`config.mk`:
```
export PLATFORM = sky130hd
export DESIGN_NAME = pwm_gen_flat
export DESIGN_NICKNAME = d
export VERILOG_FILES = /design/src/rtl/pwm_pkg.sv /design/src/rtl/pwm_if.sv /design/src/rtl/pwm_duty_buf.sv /design/src/rtl/pwm_gen.sv /design/src/flat_wrapper.sv
export SDC_FILE = /design/constraint.sdc
export NUM_CORES = 1
export LEC_CHECK = 0
export CAP_MARGIN = 30
export CORE_MARGIN = 1.5
export CORE_UTILIZATION = 51
export CTS_BUF_LIST = sky130_fd_sc_hd__clkbuf_16
export CTS_CLUSTER_SIZE = 8
export DETAILED_ROUTE_END_ITERATION = 6
export PLACE_DENSITY_LB_ADDON = 0.08
export SLEW_MARGIN = 10
export SYNTH_ARGS = -nofsm -noshare
export SYNTH_HDL_FRONTEND = slang
export SYNTH_SLANG_ARGS = --single-unit
export TNS_END_PERCENT = 20
```
`constraint.sdc`:
```
create_clock -name clk -period 3.3 [get_ports clk]
set_input_delay 0.825 -clock clk [delete_from_list [all_inputs] [get_ports clk]]
set_output_delay 0.825 -clock clk [all_outputs]
set_load 0.05 [all_outputs]
```
`src/rtl/pwm_pkg.sv`:
```
// Shared types and helpers for the PWM generator: FSM state encoding and
// the saturation applied to incoming duty requests.
package pwm_pkg;

  typedef enum logic [1:0] {
    ST_IDLE = 2'd0,
    ST_ARM  = 2'd1,
    ST_RUN  = 2'd2
  } pwm_state_t;

  // Clamp a requested duty to the full-period value 2^width.
  function automatic logic [31:0] sat_duty(input logic [31:0] duty, input int unsigned width);
    logic [31:0] max_duty;
    max_duty = 32'd1 << width;
    return (duty > max_duty) ? max_duty : duty;
  endfunction

endpackage

```
`src/rtl/pwm_if.sv`:
```
// Duty-cycle update channel: a WIDTH+1 bit duty value offered over valid/ready.
interface pwm_if #(
  parameter int WIDTH = 8
);
  logic [WIDTH:0] duty;
  logic           duty_valid;
  logic           duty_ready;

  modport master (output duty, output duty_valid, input duty_ready);
  modport slave  (input duty, input duty_valid, output duty_ready);
endinterface

```
`src/rtl/pwm_duty_buf.sv`:
```
// Double buffer for the duty value: a one-deep pending slot filled over
// valid/ready and an active register that only changes on promote.
module pwm_duty_buf
  import pwm_pkg::*;
#(
  parameter int WIDTH = 8
) (
  input  logic           clk,
  input  logic           rst,
  input  logic [WIDTH:0] duty_in,
  input  logic           duty_valid,
  output logic           duty_ready,
  input  logic           promote,
  output logic [WIDTH:0] active_duty
);

  logic [WIDTH:0] active_q, active_d;
  logic [WIDTH:0] pend_q, pend_d;
  logic           pend_full_q, pend_full_d;
  logic           capture;
  logic           do_promote;

  assign duty_ready = !pend_full_q && !rst;
  assign capture    = duty_valid && duty_ready;
  assign do_promote = promote && pend_full_q;

  // Capture and promotion are exclusive because ready is low while full,
  // so a freshly captured value can never bypass straight into active.
  always_comb begin
    active_d    = active_q;
    pend_d      = pend_q;
    pend_full_d = pend_full_q;
    if (do_promote) begin
      active_d    = pend_q;
      pend_full_d = 1'b0;
    end else if (capture) begin
      pend_d      = (WIDTH+1)'(sat_duty(32'(duty_in), WIDTH));
      pend_full_d = 1'b1;
    end
  end

  always_ff @(posedge clk) begin
    if (rst) begin
      active_q    <= '0;
      pend_q      <= '0;
      pend_full_q <= 1'b0;
    end else begin
      active_q    <= active_d;
      pend_q      <= pend_d;
      pend_full_q <= pend_full_d;
    end
  end

  // Duty in effect this cycle, including a same-cycle promotion.
  assign active_duty = active_d;

endmodule

```
`src/rtl/pwm_gen.sv`:
```
// PWM generator aligned to an upstream free-running counter: FSM, period
// boundary detection and the registered compare against the active duty.
module pwm_gen
  import pwm_pkg::*;
#(
  parameter int WIDTH = 8
) (
  input  logic             clk,
  input  logic             rst,
  input  logic             enable,
  input  logic [WIDTH-1:0] count,
  pwm_if.slave             duty_bus,
  output logic             pwm_out,
  output logic             period_start
);

  pwm_state_t     state_q, state_d;
  logic [WIDTH-1:0] prev_count_q, prev_count_d;
  logic           pwm_out_q, pwm_out_d;
  logic           period_start_q, period_start_d;
  logic           boundary;
  logic [WIDTH:0] duty_eff;
  logic           duty_ready_w;

  pwm_duty_buf #(.WIDTH(WIDTH)) u_duty_buf (
    .clk        (clk),
    .rst        (rst),
    .duty_in    (duty_bus.duty),
    .duty_valid (duty_bus.duty_valid),
    .duty_ready (duty_ready_w),
    .promote    (boundary),
    .active_duty(duty_eff)
  );

  assign duty_bus.duty_ready = duty_ready_w;

  // A counter stalled at zero must yield one boundary only, hence the
  // previous-count qualifier in RUN; ARM just waits for the first zero.
  always_comb begin
    state_d  = state_q;
    boundary = 1'b0;
    if (!enable) begin
      state_d = ST_IDLE;
    end else begin
      case (state_q)
        ST_IDLE: state_d = ST_ARM;
        ST_ARM: begin
          if (count == '0) begin
            state_d  = ST_RUN;
            boundary = 1'b1;
          end
        end
        ST_RUN:  boundary = (count == '0) && (prev_count_q != '0);
        default: state_d = ST_IDLE;
      endcase
    end
    pwm_out_d      = (state_d == ST_RUN) && ({1'b0, count} < duty_eff);
    period_start_d = boundary;
    prev_count_d   = count;
  end

  always_ff @(posedge clk) begin
    if (rst) begin
      state_q        <= ST_IDLE;
      prev_count_q   <= '0;
      pwm_out_q      <= 1'b0;
      period_start_q <= 1'b0;
    end else begin
      state_q        <= state_d;
      prev_count_q   <= prev_count_d;
      pwm_out_q      <= pwm_out_d;
      period_start_q <= period_start_d;
    end
  end

  assign pwm_out      = pwm_out_q;
  assign period_start = period_start_q;

endmodule

```
`src/flat_wrapper.sv`:
```
// flat-port wrapper written by rule: the top's interface ports become plain ports
module pwm_gen_flat import pwm_pkg::*;
#(
  parameter int WIDTH = 8
)
  (clk, rst, enable, count, pwm_out, period_start, duty_bus_duty, duty_bus_duty_valid, duty_bus_duty_ready);
  pwm_if #(.WIDTH(WIDTH)) duty_bus_i ();
  input  logic clk;
  input  logic rst;
  input  logic enable;
  input  logic [WIDTH-1:0] count;
  output logic pwm_out;
  output logic period_start;
  input wire logic [$bits(duty_bus_i.duty)-1:0] duty_bus_duty;
  input wire logic [$bits(duty_bus_i.duty_valid)-1:0] duty_bus_duty_valid;
  output wire logic [$bits(duty_bus_i.duty_ready)-1:0] duty_bus_duty_ready;
  assign duty_bus_i.duty = duty_bus_duty;
  assign duty_bus_i.duty_valid = duty_bus_duty_valid;
  assign duty_bus_duty_ready = duty_bus_i.duty_ready;
  pwm_gen #(.WIDTH(WIDTH)) u_core (.clk(clk), .rst(rst), .enable(enable), .count(count), .duty_bus(duty_bus_i), .pwm_out(pwm_out), .period_start(period_start));
endmodule
```
==> results.toml, run 1 <==
[timing]
finClkSkew_ns = 0.00627
finalHoldViolCount = 0
period_minus_slack_ns = 3.19
slew_headroom = 0.635
finalSetupViolations = 0
max_freq_mhz = 313
finalCritPeriodShare = 0.968
drv_slew = 0
worstMarginPinSlew_ns = 0.547

[routing]
wl_per_cell_um = 13.9
dr.first_iter.drc_count = 39
vias_per_cell = 5.30
drc = 0
ant_nets = 0
totalWireLength_um = 3090
dr.pass1.iters = 4
vias = 1183

[floorplanning]
rows = 18
coreArea_um2 = 2540
start_util = 0.557
die_y_um = 55.7
die_area_um2 = 3100
io-pin-count = 24
die_w_um = 55.7

[flow_run]
drv_cap = 0

[clocking]
cts_tree = "built"
root_buffer = "clkbuf_16"
clk_path_buf_depth = 2
cts.sinks = 31
cts_inserted_buffers = 5
htreeDepth = 2
cts_hold_buffers = 0
clkLatencyLatePin_ns = 0.27
clk_pin_slew_worst_paths_ns = 0.05

[placed_design]
place.gp.congestion = 0.819
postPlaceCellArea_um2 = 1800
portBuffers = 23
hpwlAfterDp_um = 2370

[setup_path]
end_kind = "flop"
worstSetupStartpointType = "input port"
worstSetupPathType = "in2reg"
worstRegToRegCells = 10
required_ns = 3.50
r2r_slack_ns = 0.53
r2r_end = "u_core.pwm_out"
reg2reg_from = "u_core.prev_count_q[1]"
path_max_fanout = 4
critical_path_arrival_ns = 3.39

[finish]
drive_gt1_frac = 0.197
fin_area_um2 = 1970
nets = 224
area_growth_pct = 38.8
n_antenna_cell = 0
fillers = 183

[pwr]
leakagePower_uw = 0.000840
peakVddDrop_uv = 543
design_power_total_uw = 913
p_per_area_nw_per_um2 = 464

[logic_synthesis]
synthDistinctLibCells = 33
synth.top_cell.area_share = 0.438
yosys.area.top_type = "dfxtp_1"
async_flop_share = 0
syn_inst = 148
yosysSeqAreaShare = 0.438
syn_nets = 180
synth_edf_count = 0
synth.most_common_cell = "dfxtp_1"
yosys-top-cells-count = "dfxtp_1, nor2_1, a21oi_1"
synth_area_per_cell_um2 = 9.57
synth_flop_cell = "dfxtp_1"
synth-seq-cells = 31
synth_area_leaders = "dfxtp_1, ha_1, nor2_1"
synth_area_um2 = 1420
yosysWarnings = 0

[global_route]
gr-total-overflow = 0
grt_antenna_before_repair = 0
grt_pass1_vias = 1193
grt_pass1_wl_um = 5300
grtUsageTotal = 0.221
grt_max_degree = 30

[hold_path]
hp-class = "reg2reg"
holdPathStages = 2
hold_end = "u_core.u_duty_buf.pend_q[8]"
hold_start = "u_core.u_duty_buf.pend_q[8]"

[status]
status = "completed"
worst max-delay path by stage:
stage / cells past startpoint / slack, ns / endpoint / from
2_1_floorplan: 11 / 0.23 / u_core.pwm_out / count[5]
3_3_place_gp: 11 / -0.19 / u_core.pwm_out / count[5]
3_5_place_dp: 11 / -0.37 / u_core.pwm_out / count[0]
4_1_cts: 11 / 0.06 / u_core.pwm_out / count[0]
5_1_grt: 12 / -0.01 / u_core.pwm_out / count[5]
6_report: 12 / 0.11 / u_core.pwm_out / count[1]
routing by layer:
metal,global-route usage,up-vias,share of wire
met3,0.0628,4,0.038
li1,-,608,-
met4,0.105,0,0.014
met2,0.393,25,0.51
met5,0,-,0
met1,0.239,546,0.43
logic make-up (layout without fill, tap and decap cells):
kind of cell,count (synthesis),in the layout,synth area share
buf+inv,13,58,0.0459
compound gates,28,28,0.132
flops,31,31,0.438
mux,9,9,0.0663
simple gates,56,56,0.221
fa+ha+maj,11,11,0.0972
timing repair:
action | in CTS | in global routing
gates cloned | 0 | 0
gates resized for setup | 2 | 2
pin swaps | 1 | 2
endpoints found under the setup margin | 1 | 1
buffers inserted | 0 | 1
flip-flops by register name, indices dropped and copies added (netlist names):
signal	count
u_core.prev_count_q	8
u_core.u_duty_buf.active_q	9
u_core.state_q	2
u_core.u_duty_buf.pend_q	9
u_core.period_start	1
u_core.u_duty_buf.pend_full_q	1
u_core.pwm_out	1
through the flow:
step | setup TNS (ns) | hold slack [ns] | utilization | setup slack, ns | instances
detailed placement | -0.373 | 0.466 | 0.708 | -0.373 | 214
finish | 0 | 0.472 | 0.772 | 0.106 | 223
global placement | -0.186 | 0.452 | 0.708 | -0.186 | 214
CTS | 0 | 0.472 | 0.765 | 0.0583 | 222
floorplan | 0 | 0.436 | - | 0.232 | 148
global route | -0.0122 | 0.518 | 0.772 | -0.0122 | 223
critical path, stage by stage:
cell,delay (ns)
clkdlybuf4s50_1,0.44
nor4_2,0.34
nand3_1,0.16
a21o_4,0.24
buf_4,0.14
mux2i_1,0.23
ha_1,0.30
o21ai_0,0.11
o21ai_0,0.12
a2111oi_2,0.28
a211oi_2,0.08
o22ai_1,0.13
placed cells by master, fill, tap and decap left out, types with 2 or more instances in the layout:
master,count
dfxtp_1,31
nor2_1,22
clkdlybuf4s50_1,22
buf_4,21
a21oi_1,12
ha_1,11
nor3b_1,9
mux2i_1,8
nor2b_1,8
inv_1,6
clkbuf_16,5
nand2_1,4
o21ai_0,3
nor4_2,2
nand3_1,2
nand2b_1,2
a211oi_2,2
a21o_1,2
clkinv_1,2
report_power, final:
| part | switching [µW] | internal [µW] | total (µW) |
|---|---|---|---|
| Sequential | 5.76 | 386 | 392 |
| Combinational | 44.7 | 54.9 | 99.7 |
| Clock | 148 | 273 | 421 |
| Total | 199 | 714 | 913 |
layout make-up:
cell class	instances	area [µm²]	area share
sequential	31	621	0.316
clock inverter	3	15.0	0.00764
multi-input combinational	104	747	0.380
clock buffer	5	125	0.0637
timing repair buffer	44	398	0.202
tap	30	37.5	0.0191
inverter	6	22.5	0.0115
No activity file was read; power rests on OpenSTA's default activity.
==> run 2, diff against run 1 <==
--- a/config.mk
+++ b/config.mk
@@ -12,6 +12,7 @@
 export CTS_CLUSTER_SIZE = 8
 export DETAILED_ROUTE_END_ITERATION = 6
 export PLACE_DENSITY_LB_ADDON = 0.08
+export REMOVE_ABC_BUFFERS = 1
 export SLEW_MARGIN = 10
 export SYNTH_ARGS = -nofsm -noshare
 export SYNTH_HDL_FRONTEND = slang
==> run 2 against run 1 <==
Maximum frequency grew 1.5%; hold slack better by 0.0034 ns; first-iteration DRC count decreased by 62%; utilization grew 3.3 points; sequential cell count did not move; power is 0.45% higher; sequential power hardly changed; wire length decreased by 1.9%.
==> results.toml, run 2 (synthesized netlist as in run 1, its figures left out) <==
[status]
status = "completed"

[clocking]
clkLatencyLatePin_ns = 0.27
cts_tree = "built"
cts.sinks = 31
clk_path_buf_depth = 2
root_buffer = "clkbuf_16"
cts_inserted_buffers = 5
htreeDepth = 2
clk_pin_slew_worst_paths_ns = 0.05
cts_hold_buffers = 0

[global_route]
met3_usage = 0.0698
gr-total-overflow = 0
grt_max_degree = 30
grtUsageTotal = 0.205
grt_antenna_before_repair = 0
top_usage_layer = "met2"
met1_usage = 0.214
grt_pass1_vias = 1149
use_met2 = 0.366
grt_pass1_wl_um = 4830

[setup_path]
critPathMaxStageDelay_ns = 0.46
cpMostUsedCell = "buf_4"
worstSetupStartpointType = "input port"
end_kind = "flop"
worstRegToRegCells = 10
r2r_end = "u_core.pwm_out"
crit_slowest_cell = "clkdlybuf4s50_1"
path_cells = "clkdlybuf4s50_1 -> nor4_4 -> nand3_2 -> a21o_4 -> buf_4 -> buf_4 -> mux2i_2 -> ha_1 -> o2111ai_1 -> a21o_1 -> a211oi_2 -> o22ai_1"
r2r_slack_ns = 0.60
path_max_fanout = 4
worstSetupPathType = "in2reg"
required_ns = 3.45
reg2reg_from = "u_core.prev_count_q[5]"
critical_path_arrival_ns = 3.30

[floorplanning]
rows = 18
die_y_um = 55.7
start_util = 0.557
die_w_um = 55.7
coreArea_um2 = 2540
die_area_um2 = 3100
io-pin-count = 24

[finish]
drive_gt1_frac = 0.245
top_regs = "u_core.u_duty_buf.active_q (9), u_core.u_duty_buf.pend_q (9), u_core.prev_count_q (8)"
fin_area_um2 = 2050
layout_commonest_cell = "dfxtp_1"
area_growth_pct = 44.8
nets = 223
n_antenna_cell = 0
layout_common_cells = "dfxtp_1, nor2_1, buf_4"
stdcell_count = 222

[hold_path]
hp-class = "reg2reg"
hold_start = "u_core.u_duty_buf.pend_q[8]"
hold_end = "u_core.u_duty_buf.pend_q[8]"
holdPathStages = 2

[routing]
wl_per_cell_um = 13.6
vias = 1175
vias_per_cell = 5.29
totalWireLength_um = 3030
dr.pass1.iters = 4
dr.first_iter.drc_count = 15
drc = 0
ant_nets = 0

[pwr]
peakVddDrop_uv = 432
p_per_area_nw_per_um2 = 447
leakagePower_uw = 0.000862

[placed_design]
placedCellCount = 212
place.gp.congestion = 0.869
postPlaceCellArea_um2 = 1790
hpwlAfterDp_um = 2150
portBuffers = 23

[timing]
finalCritPeriodShare = 0.954
finClkSkew_ns = 0.00405
finalSetupViolations = 0
finalHoldViolCount = 0
slew_headroom = 0.625
worstMarginPinSlew_ns = 0.563
period_minus_slack_ns = 3.15
drv_slew = 0
fin_tns_setup_ns = 0
max_freq_mhz = 318

[flow_run]
drv_cap = 0
-- run 2: routing by layer --
| metal | vias up | share of wire |
|---|---|---|
| met1 | 541 | 0.44 |
| met5 | - | 0 |
| met3 | 8 | 0.031 |
| met4 | 0 | 0.022 |
| li1 | 605 | - |
| met2 | 21 | 0.50 |
-- run 2: repair_timing --
action                                  CTS  global route
endpoints found under the setup margin    1             1
pin swaps                                 1            10
gates resized for setup                   3            20
buffers inserted                          0             2
-- run 2: worst max path at each step --
| stage | start | end | cells after the start |
|---|---|---|---|
| finish | count[0] | u_core.pwm_out | 12 |
| global route | count[0] | u_core.pwm_out | 12 |
| CTS | count[5] | u_core.pwm_out | 13 |
| detailed placement | count[5] | u_core.pwm_out | 12 |
| global placement | count[5] | u_core.pwm_out | 12 |
| floorplan | count[5] | u_core.pwm_out | 10 |
-- run 2: area by class of cell --
class / count / area, µm²
multi-input cells: 104 / 835
flip-flops and latches: 31 / 621
repair buffers: 43 / 398
fillers: 161 / 494
clock buffers: 5 / 125
inverters: 6 / 22.5
well taps: 30 / 37.5
clock inverters: 3 / 12.5
-- run 2: per-stage QoR --
step / worst slack [ns] / power [µW] / utilization / hold slack (ns)
floorplan: 0.307 / 437 / - / 0.430
global placement: -0.228 / 490 / 0.702 / 0.447
detailed placement: -0.403 / 494 / 0.702 / 0.475
CTS: 0.0378 / 912 / 0.761 / 0.477
global route: -0.00649 / 950 / 0.806 / 0.507
finish: 0.153 / 917 / 0.806 / 0.476
-- run 2: where the power goes --
group	switching, µW	leakage (µW)	internal [µW]	total, µW
Sequential	6.31	0.000253	387	393
Combinational	48.5	0.000533	57.2	106
Clock	147	0.0000762	271	418
Total	202	0.000862	715	917
-- run 2: worst max-delay path: cells and delay by family --
kind                       cells  cell delay [ns]
and+or+nand+nor                2             0.47
AOI/OAI and AO/OA              5             0.79
adders and majority gates      1             0.30
buffers and inverters          3             0.76
muxes                          1             0.15
